`config.mk`:
```
export PLATFORM = sky130hd
export DESIGN_NAME = qsfm_query_loader
export DESIGN_NICKNAME = d
export VERILOG_FILES = /design/src/rtl/qsfm_pkg.sv /design/src/rtl/qsfm_idle_timer.sv /design/src/rtl/qsfm_query_loader.sv
export SDC_FILE = /design/constraint.sdc
export NUM_CORES = 2
export LEC_CHECK = 0
export BUFFER_PORTS_ARGS = -buffer_cell sky130_fd_sc_hd__buf_2
export CORE_MARGIN = 1
export CORE_UTILIZATION = 45
export CTS_CLUSTER_SIZE = 20
export DETAILED_ROUTE_END_ITERATION = 12
export PLACE_DENSITY = 0.75
export SLEW_MARGIN = 40
export SYNTH_ARGS = -nofsm -noshare
export SYNTH_HDL_FRONTEND = slang
export SYNTH_HIERARCHICAL = 1
export SYNTH_SLANG_ARGS = --single-unit
```
`constraint.sdc`:
```
create_clock -name clk_4ghz -period 9.18 [get_ports clk_4ghz]
set_input_delay 0.918 -clock clk_4ghz [delete_from_list [all_inputs] [get_ports clk_4ghz]]
set_output_delay 0.918 -clock clk_4ghz [all_outputs]
set_load 0.005 [all_outputs]
```
`src/rtl/qsfm_pkg.sv`:
```
// Shared types and constants for the query loader: FSM states, sync marker,
// and the word layout of a 24-word frame (sync, 22 payload words, checksum).
// Payload index 0 is frame word w1; field bases below are payload indices.
package qsfm_pkg;

   typedef enum logic [1:0] {
      HUNT    = 2'd0,
      PAYLOAD = 2'd1,
      CHECK   = 2'd2,
      PRESENT = 2'd3
   } qsfm_state_t;

   localparam logic [31:0] QSFM_SYNC_WORD = 32'hA5F0_5A0F;

   localparam int MAG_WORDS           = 8;
   localparam int GRAV_WORDS          = 8;
   localparam int MANIFEST_WORDS      = 4;
   localparam int LOC_WORDS           = 2;
   localparam int FRAME_PAYLOAD_WORDS = 22;

   localparam int MAG_BASE      = 0;
   localparam int GRAV_BASE     = MAG_BASE + MAG_WORDS;
   localparam int MANIFEST_BASE = GRAV_BASE + GRAV_WORDS;
   localparam int LOC_BASE      = MANIFEST_BASE + MANIFEST_WORDS;

   localparam logic [4:0] LAST_PAYLOAD_IDX = 5'(FRAME_PAYLOAD_WORDS - 1);

endpackage

```
`src/rtl/qsfm_idle_timer.sv`:
```
// Intra-frame idle watchdog: counts enabled idle ticks, 16-bit, saturating.
// Latency: expire is combinational, high on the idle cycle that reaches the limit.
// Ports: clear (restart count), enable (timer armed), tick (idle cycle), expire (one-cycle).
module qsfm_idle_timer #(
   parameter int unsigned TIMEOUT_CYCLES = 255
) (
   input  logic clk_4ghz,
   input  logic rst_n,
   input  logic clear,
   input  logic enable,
   input  logic tick,
   output logic expire
);

   localparam logic [15:0] LIMIT = 16'(TIMEOUT_CYCLES);

   logic [15:0] count;

   // Disarming clears the count so every frame starts with a full budget.
   always_ff @(posedge clk_4ghz or negedge rst_n) begin
      if (!rst_n) begin
         count <= '0;
      end else if (clear || !enable) begin
         count <= '0;
      end else if (tick && (count != LIMIT)) begin
         count <= count + 16'd1;
      end
   end

   // Fires on the idle cycle that would bring the count to LIMIT.
   assign expire = enable && !clear && tick && (count == LIMIT - 16'd1);

endmodule

```
`src/rtl/qsfm_query_loader.sv`:
```
// Deframes a 32-bit word stream into one checksum-verified fusion query.
// Latency: q_valid is high the cycle after the checksum word transfers.
// Backpressure: s_ready drops while a query waits for q_ready; fields hold stable.
// Ports: s_data/s_valid/s_ready stream in; mag/grav/manifest/location + q_valid/q_ready
// query out; err_crc/err_timeout one-cycle error pulses; frame_count delivered queries.
module qsfm_query_loader
   import qsfm_pkg::*;
#(
   parameter logic [31:0] SYNC_WORD      = QSFM_SYNC_WORD,
   parameter int unsigned TIMEOUT_CYCLES = 255
) (
   input  logic         clk_4ghz,
   input  logic         rst_n,
   input  logic [31:0]  s_data,
   input  logic         s_valid,
   output logic         s_ready,
   output logic [255:0] mag_query,
   output logic [255:0] grav_query,
   output logic [127:0] manifest_in,
   output logic [63:0]  location_in,
   output logic         q_valid,
   input  logic         q_ready,
   output logic         err_crc,
   output logic         err_timeout,
   output logic [15:0]  frame_count
);

   qsfm_state_t state, state_nxt;

   logic        run_q;     // low until the first edge after reset release
   logic [4:0]  idx;
   logic [31:0] acc;
   logic [31:0] shadow [FRAME_PAYLOAD_WORDS];

   logic xfer, timer_active, expire;
   logic start_frame, store_word, load_out, crc_bad, accept;

   assign xfer         = s_valid && s_ready;
   assign timer_active = (state == PAYLOAD) || (state == CHECK);
   assign s_ready      = run_q && (state != PRESENT);
   assign q_valid      = (state == PRESENT);

   qsfm_idle_timer #(
      .TIMEOUT_CYCLES (TIMEOUT_CYCLES)
   ) u_idle_timer (
      .clk_4ghz (clk_4ghz),
      .rst_n    (rst_n),
      .clear    (xfer),
      .enable   (timer_active),
      .tick     (!s_valid),
      .expire   (expire)
   );

   always_ff @(posedge clk_4ghz or negedge rst_n) begin
      if (!rst_n) state <= HUNT;
      else        state <= state_nxt;
   end

   always_comb begin
      state_nxt   = state;
      start_frame = 1'b0;
      store_word  = 1'b0;
      load_out    = 1'b0;
      crc_bad     = 1'b0;
      accept      = 1'b0;
      case (state)
         HUNT: begin
            if (xfer && (s_data == SYNC_WORD)) begin
               start_frame = 1'b1;
               state_nxt   = PAYLOAD;
            end
         end
         PAYLOAD: begin
            // Expiry needs s_valid low, so it never coincides with a transfer.
            if (expire) begin
               state_nxt = HUNT;
            end else if (xfer) begin
               store_word = 1'b1;
               if (idx == LAST_PAYLOAD_IDX) state_nxt = CHECK;
            end
         end
         CHECK: begin
            if (expire) begin
               state_nxt = HUNT;
            end else if (xfer) begin
               if (s_data == acc) begin
                  load_out  = 1'b1;
                  state_nxt = PRESENT;
               end else begin
                  crc_bad   = 1'b1;
                  state_nxt = HUNT;
               end
            end
         end
         PRESENT: begin
            if (q_ready) begin
               accept    = 1'b1;
               state_nxt = HUNT;
            end
         end
         default: state_nxt = HUNT;
      endcase
   end

   always_ff @(posedge clk_4ghz or negedge rst_n) begin
      if (!rst_n) begin
         run_q       <= 1'b0;
         idx         <= '0;
         acc         <= '0;
         err_crc     <= 1'b0;
         err_timeout <= 1'b0;
         frame_count <= '0;
         mag_query   <= '0;
         grav_query  <= '0;
         manifest_in <= '0;
         location_in <= '0;
         for (int i = 0; i < FRAME_PAYLOAD_WORDS; i++) shadow[i] <= '0;
      end else begin
         run_q       <= 1'b1;
         err_crc     <= crc_bad;
         err_timeout <= expire;
         if (start_frame) begin
            idx <= '0;
            acc <= '0;
         end
         if (store_word) begin
            shadow[idx] <= s_data;
            acc         <= acc ^ s_data;
            idx         <= idx + 5'd1;
         end
         // A timed-out frame's shadow is simply overwritten by the next frame.
         if (load_out) begin
            for (int i = 0; i < MAG_WORDS; i++)
               mag_query[i*32 +: 32] <= shadow[MAG_BASE + i];
            for (int i = 0; i < GRAV_WORDS; i++)
               grav_query[i*32 +: 32] <= shadow[GRAV_BASE + i];
            for (int i = 0; i < MANIFEST_WORDS; i++)
               manifest_in[i*32 +: 32] <= shadow[MANIFEST_BASE + i];
            for (int i = 0; i < LOC_WORDS; i++)
               location_in[i*32 +: 32] <= shadow[LOC_BASE + i];
         end
         if (accept) frame_count <= frame_count + 16'd1;
      end
   end

endmodule

```
==> out/metrics.yaml <==
clock_tree:
  cts_sinks: 1482
  cts_resized: 0
  clkSlewWorstSetupHoldPaths_ps: 60
  cts_buffer_depth: 3
  cts_tree: "built"
  cts_max_level: 4
  clk_latency_ps: 800
  numCtsBuffers: 152
  post_cts_buffers: 0
  cts-root-buf: "clkbuf_16"
place:
  post-dp-hpwl_mm: 92.4
  dpl-instance-area_um2: 62200
  port_buffers: 759
  routabilityCongestion: 0.789
floorplanning:
  fp.dieH_um: 357
  std_cell_rows: 130
  die-width_um: 357
  ios: 760
  die_area_um2: 128000
  start_util_pct: 45.3
  core-area_um2: 125000
critical_path:
  rrSetupSlack_ps: 4530
  end_kind: "flip-flop"
  path_cells: "ha_1, nand3b_1, inv_1, nand2b_1, nor3_1, or3_1, nor3_4, buf_12, buf_12, buf_16, mux2_1"
  crit_arrival_ps: 5300
  cp_slowest_cell: "or3_1"
  crit_family: "simple AND/OR/NAND/NOR gates"
  r2r_cells: 11
  cp_num_buf_inv: 4
  worstSetupPathType: "flip-flop to flip-flop"
  setup.worst_path.start_class: "flip-flop"
  r2r_start: "state[0]$_DFFE_PN0P_"
  cpMostUsedCell: "buf_12"
  cpPeakStageDelay_ps: 490
  crit_required_ps: 9840
  reg2reg_to: "mag_query[163]$_DFFE_PN0P_"
  crit_fanout: 86
synth:
  yosysSeqAreaShare_pct: 65.3
  yosys_warnings: 6
  synthArstFlopShare_pct: 100
  yosys-top-cells-count: "dfrtp_1 (1482), mux2_2 (849), mux2_1 (560), clkbuf_1 (103), buf_6 (52)"
  syn-num-nets: 3543
  syn_area_per_cell_um2: 16.3
  yosys_most_used_dff: "dfrtp_1"
  synth_area_leaders: "dfrtp_1 (65%), mux2_2 (17%), mux2_1 (11%), buf_6 (1.0%), clkbuf_1 (0.68%)"
  synth_top_area_cell: "dfrtp_1"
  syn-cell-area_um2: 56800
  synthCells: 3496
  ys_seq_elements: 1482
  synth_edf_count: 0
  yosysMostFrequentCell: "dfrtp_1"
  yosysTopAreaCellShare_pct: 65.3
  ys_types: 61
pwr:
  clkPwrFrac_pct: 47.5
  combPwrFrac_pct: 2.9
  netSwitchingPower_mw: 2.96
  p_total_mw: 13.3
  power_density_nw_per_um2: 197
  cell_internal_pwr_mw: 10.3
  ir_drop_mv: 0.194
  sw_frac_of_total_pct: 22.3
  pwr-share-seq_pct: 49.7
  leakagePower_nw: 37.5
layout:
  fin_nets: 4301
  fin_area_um2: 67400
  drive_above_1_share_pct: 44.9
  synthToLayoutAreaGrowth_pct: 18.6
  fillers: 10200
  post-route-util_pct: 53.7
global_route:
  grt_pass1_vias: 33100
  grt_pass1_wl_mm: 219
  grt_antenna_before_repair: 15
  grt_max_degree: 135
  grt_usage_pct: 23.4
  overflow: 0
worst_hold_path:
  min_from: "q_ready"
  hold_path.class: "input pin to flip-flop"
  holdPathStages: 3
  min_to: "frame_count[2]$_DFFE_PN0P_"
timing:
  tightest_slew_ps: 847
  period_share_pct: 50.6
  fin_skew_ps: 45.4
  slew_headroom_pct: 43.5
  final-setup-viol-count: 0
  fmax_mhz: 215
  tns_ps: 0
  rsz0062_at_grt: "false"
  slew_violations: 0
  whs_ps: 455
  fin_crit_ps: 4650
  finalHoldViolCount: 0
flow_run:
  drv_cap: 0
route:
  wl_mm: 151
  drtAntennaViolNets: 0
  drt-vias-per-instance: 5.34
  drt_iter0_drc: 2484
  vias: 32200
  wl_per_cell_um: 25.0
  dr.pass1.iters: 5
  drc: 0
outcome:
  outcome: "completed"
==> placed cells by master (no fill, tap or decap), types with 19 or more instances in the layout <==
cell type and count:
nand2_1 38, clkinv_2 20, o21ai_0 19, clkbuf_1 36
xor2_1 37, buf_4 59, mux2_1 560, mux2_2 849
a21oi_1 44, dfrtp_1 1482, clkbuf_8 35, clkbuf_16 156
buf_2 758
==> per-layer routing <==
metal  vias up  global-route usage (%)  part of all wire, %
li1      13900                       -                    -
met5         -                       0               0.0086
met1     17100                    30.2                   41
met3       232                    8.21                  9.2
met2      1022                    36.5                   46
met4         2                    8.58                  3.3
==> how the worst max path moves through the flow <==
stage,slack (ps),end,cells after the start,startpoint
2_1_floorplan,5820,shadow[373]$_DFFE_PN0P_,11,s_valid
3_5_place_dp,4480,mag_query[227]$_DFFE_PN0P_,11,s_valid
6_report,4530,mag_query[163]$_DFFE_PN0P_,11,state[0]$_DFFE_PN0P_
5_1_grt,4320,mag_query[231]$_DFFE_PN0P_,11,state[0]$_DFFE_PN0P_
4_1_cts,4600,mag_query[193]$_DFFE_PN0P_,11,state[0]$_DFFE_PN0P_
3_3_place_gp,4430,shadow[480]$_DFFE_PN0P_,10,s_valid
==> final cells by class <==
| class | count | area [um2] | area share, % |
|---|---|---|---|
| flip-flops and latches | 1482 | 37100 | 55.0 |
| multi-input cells | 1760 | 18300 | 27.1 |
| repair buffers | 843 | 4720 | 7.01 |
| clock buffers | 226 | 4510 | 6.69 |
| well taps | 1650 | 2060 | 3.06 |
| clock inverters | 50 | 641 | 0.951 |
| inverters | 15 | 56.3 | 0.0836 |
| diodes | 2 | 5.00 | 0.00743 |
==> sequential cells by signal, summed over array words and instances (netlist names), 2 cells and up <==
name / count
mag_query: 256
acc: 32
idx: 5
grav_query: 256
state: 2
shadow: 704
location_in: 64
u_idle_timer/count: 16
manifest_in: 128
frame_count: 16
==> worst register-to-register path: stages, from the launching register on <==
cell and delay [ps]:
dfrtp_1 410, ha_1 320, nand3b_1 360, inv_1 200
nand2b_1 470, nor3_1 230, or3_1 490, nor3_4 260
buf_12 300, buf_12 480, buf_16 510, mux2_1 490
==> through the flow <==
step / worst slack, ps / cells
floorplan: 5820 / 3496
global placement: 4430 / 5742
detailed placement: 4480 / 5748
CTS: 4600 / 6024
global route: 4320 / 6026
finish: 4530 / 6028
==> timing repair <==
item / CTS / global route
setup endpoints to repair: 0 / 0
hold buffers: 0 / 1
hold endpoints to repair: 0 / 31
==> kinds of logic after synthesis <==
group | after synthesis | share of synthesized area, %
muxes | 1410 | 27.9
AOI/OAI and AO/OA | 126 | 1.42
other | 1 | 0.00660
DFF | 1482 | 65.3
and+or+nand+nor | 164 | 1.59
adders and majority gates | 11 | 0.242
xor gates and xnor gates | 48 | 0.740
buffers and inverters | 254 | 2.79
==> power groups by stage <==
stage / logic (mW) / registers, mW / clock network, mW
2_1_floorplan: 0.114 / 6.71 / 0
3_3_place_gp: 0.373 / 6.72 / 0
3_5_place_dp: 0.389 / 6.72 / 0
4_1_cts: 0.390 / 6.60 / 6.42
5_1_grt: 0.423 / 6.60 / 6.68
6_report: 0.383 / 6.60 / 6.31
Power figures use the tool's default switching activity.
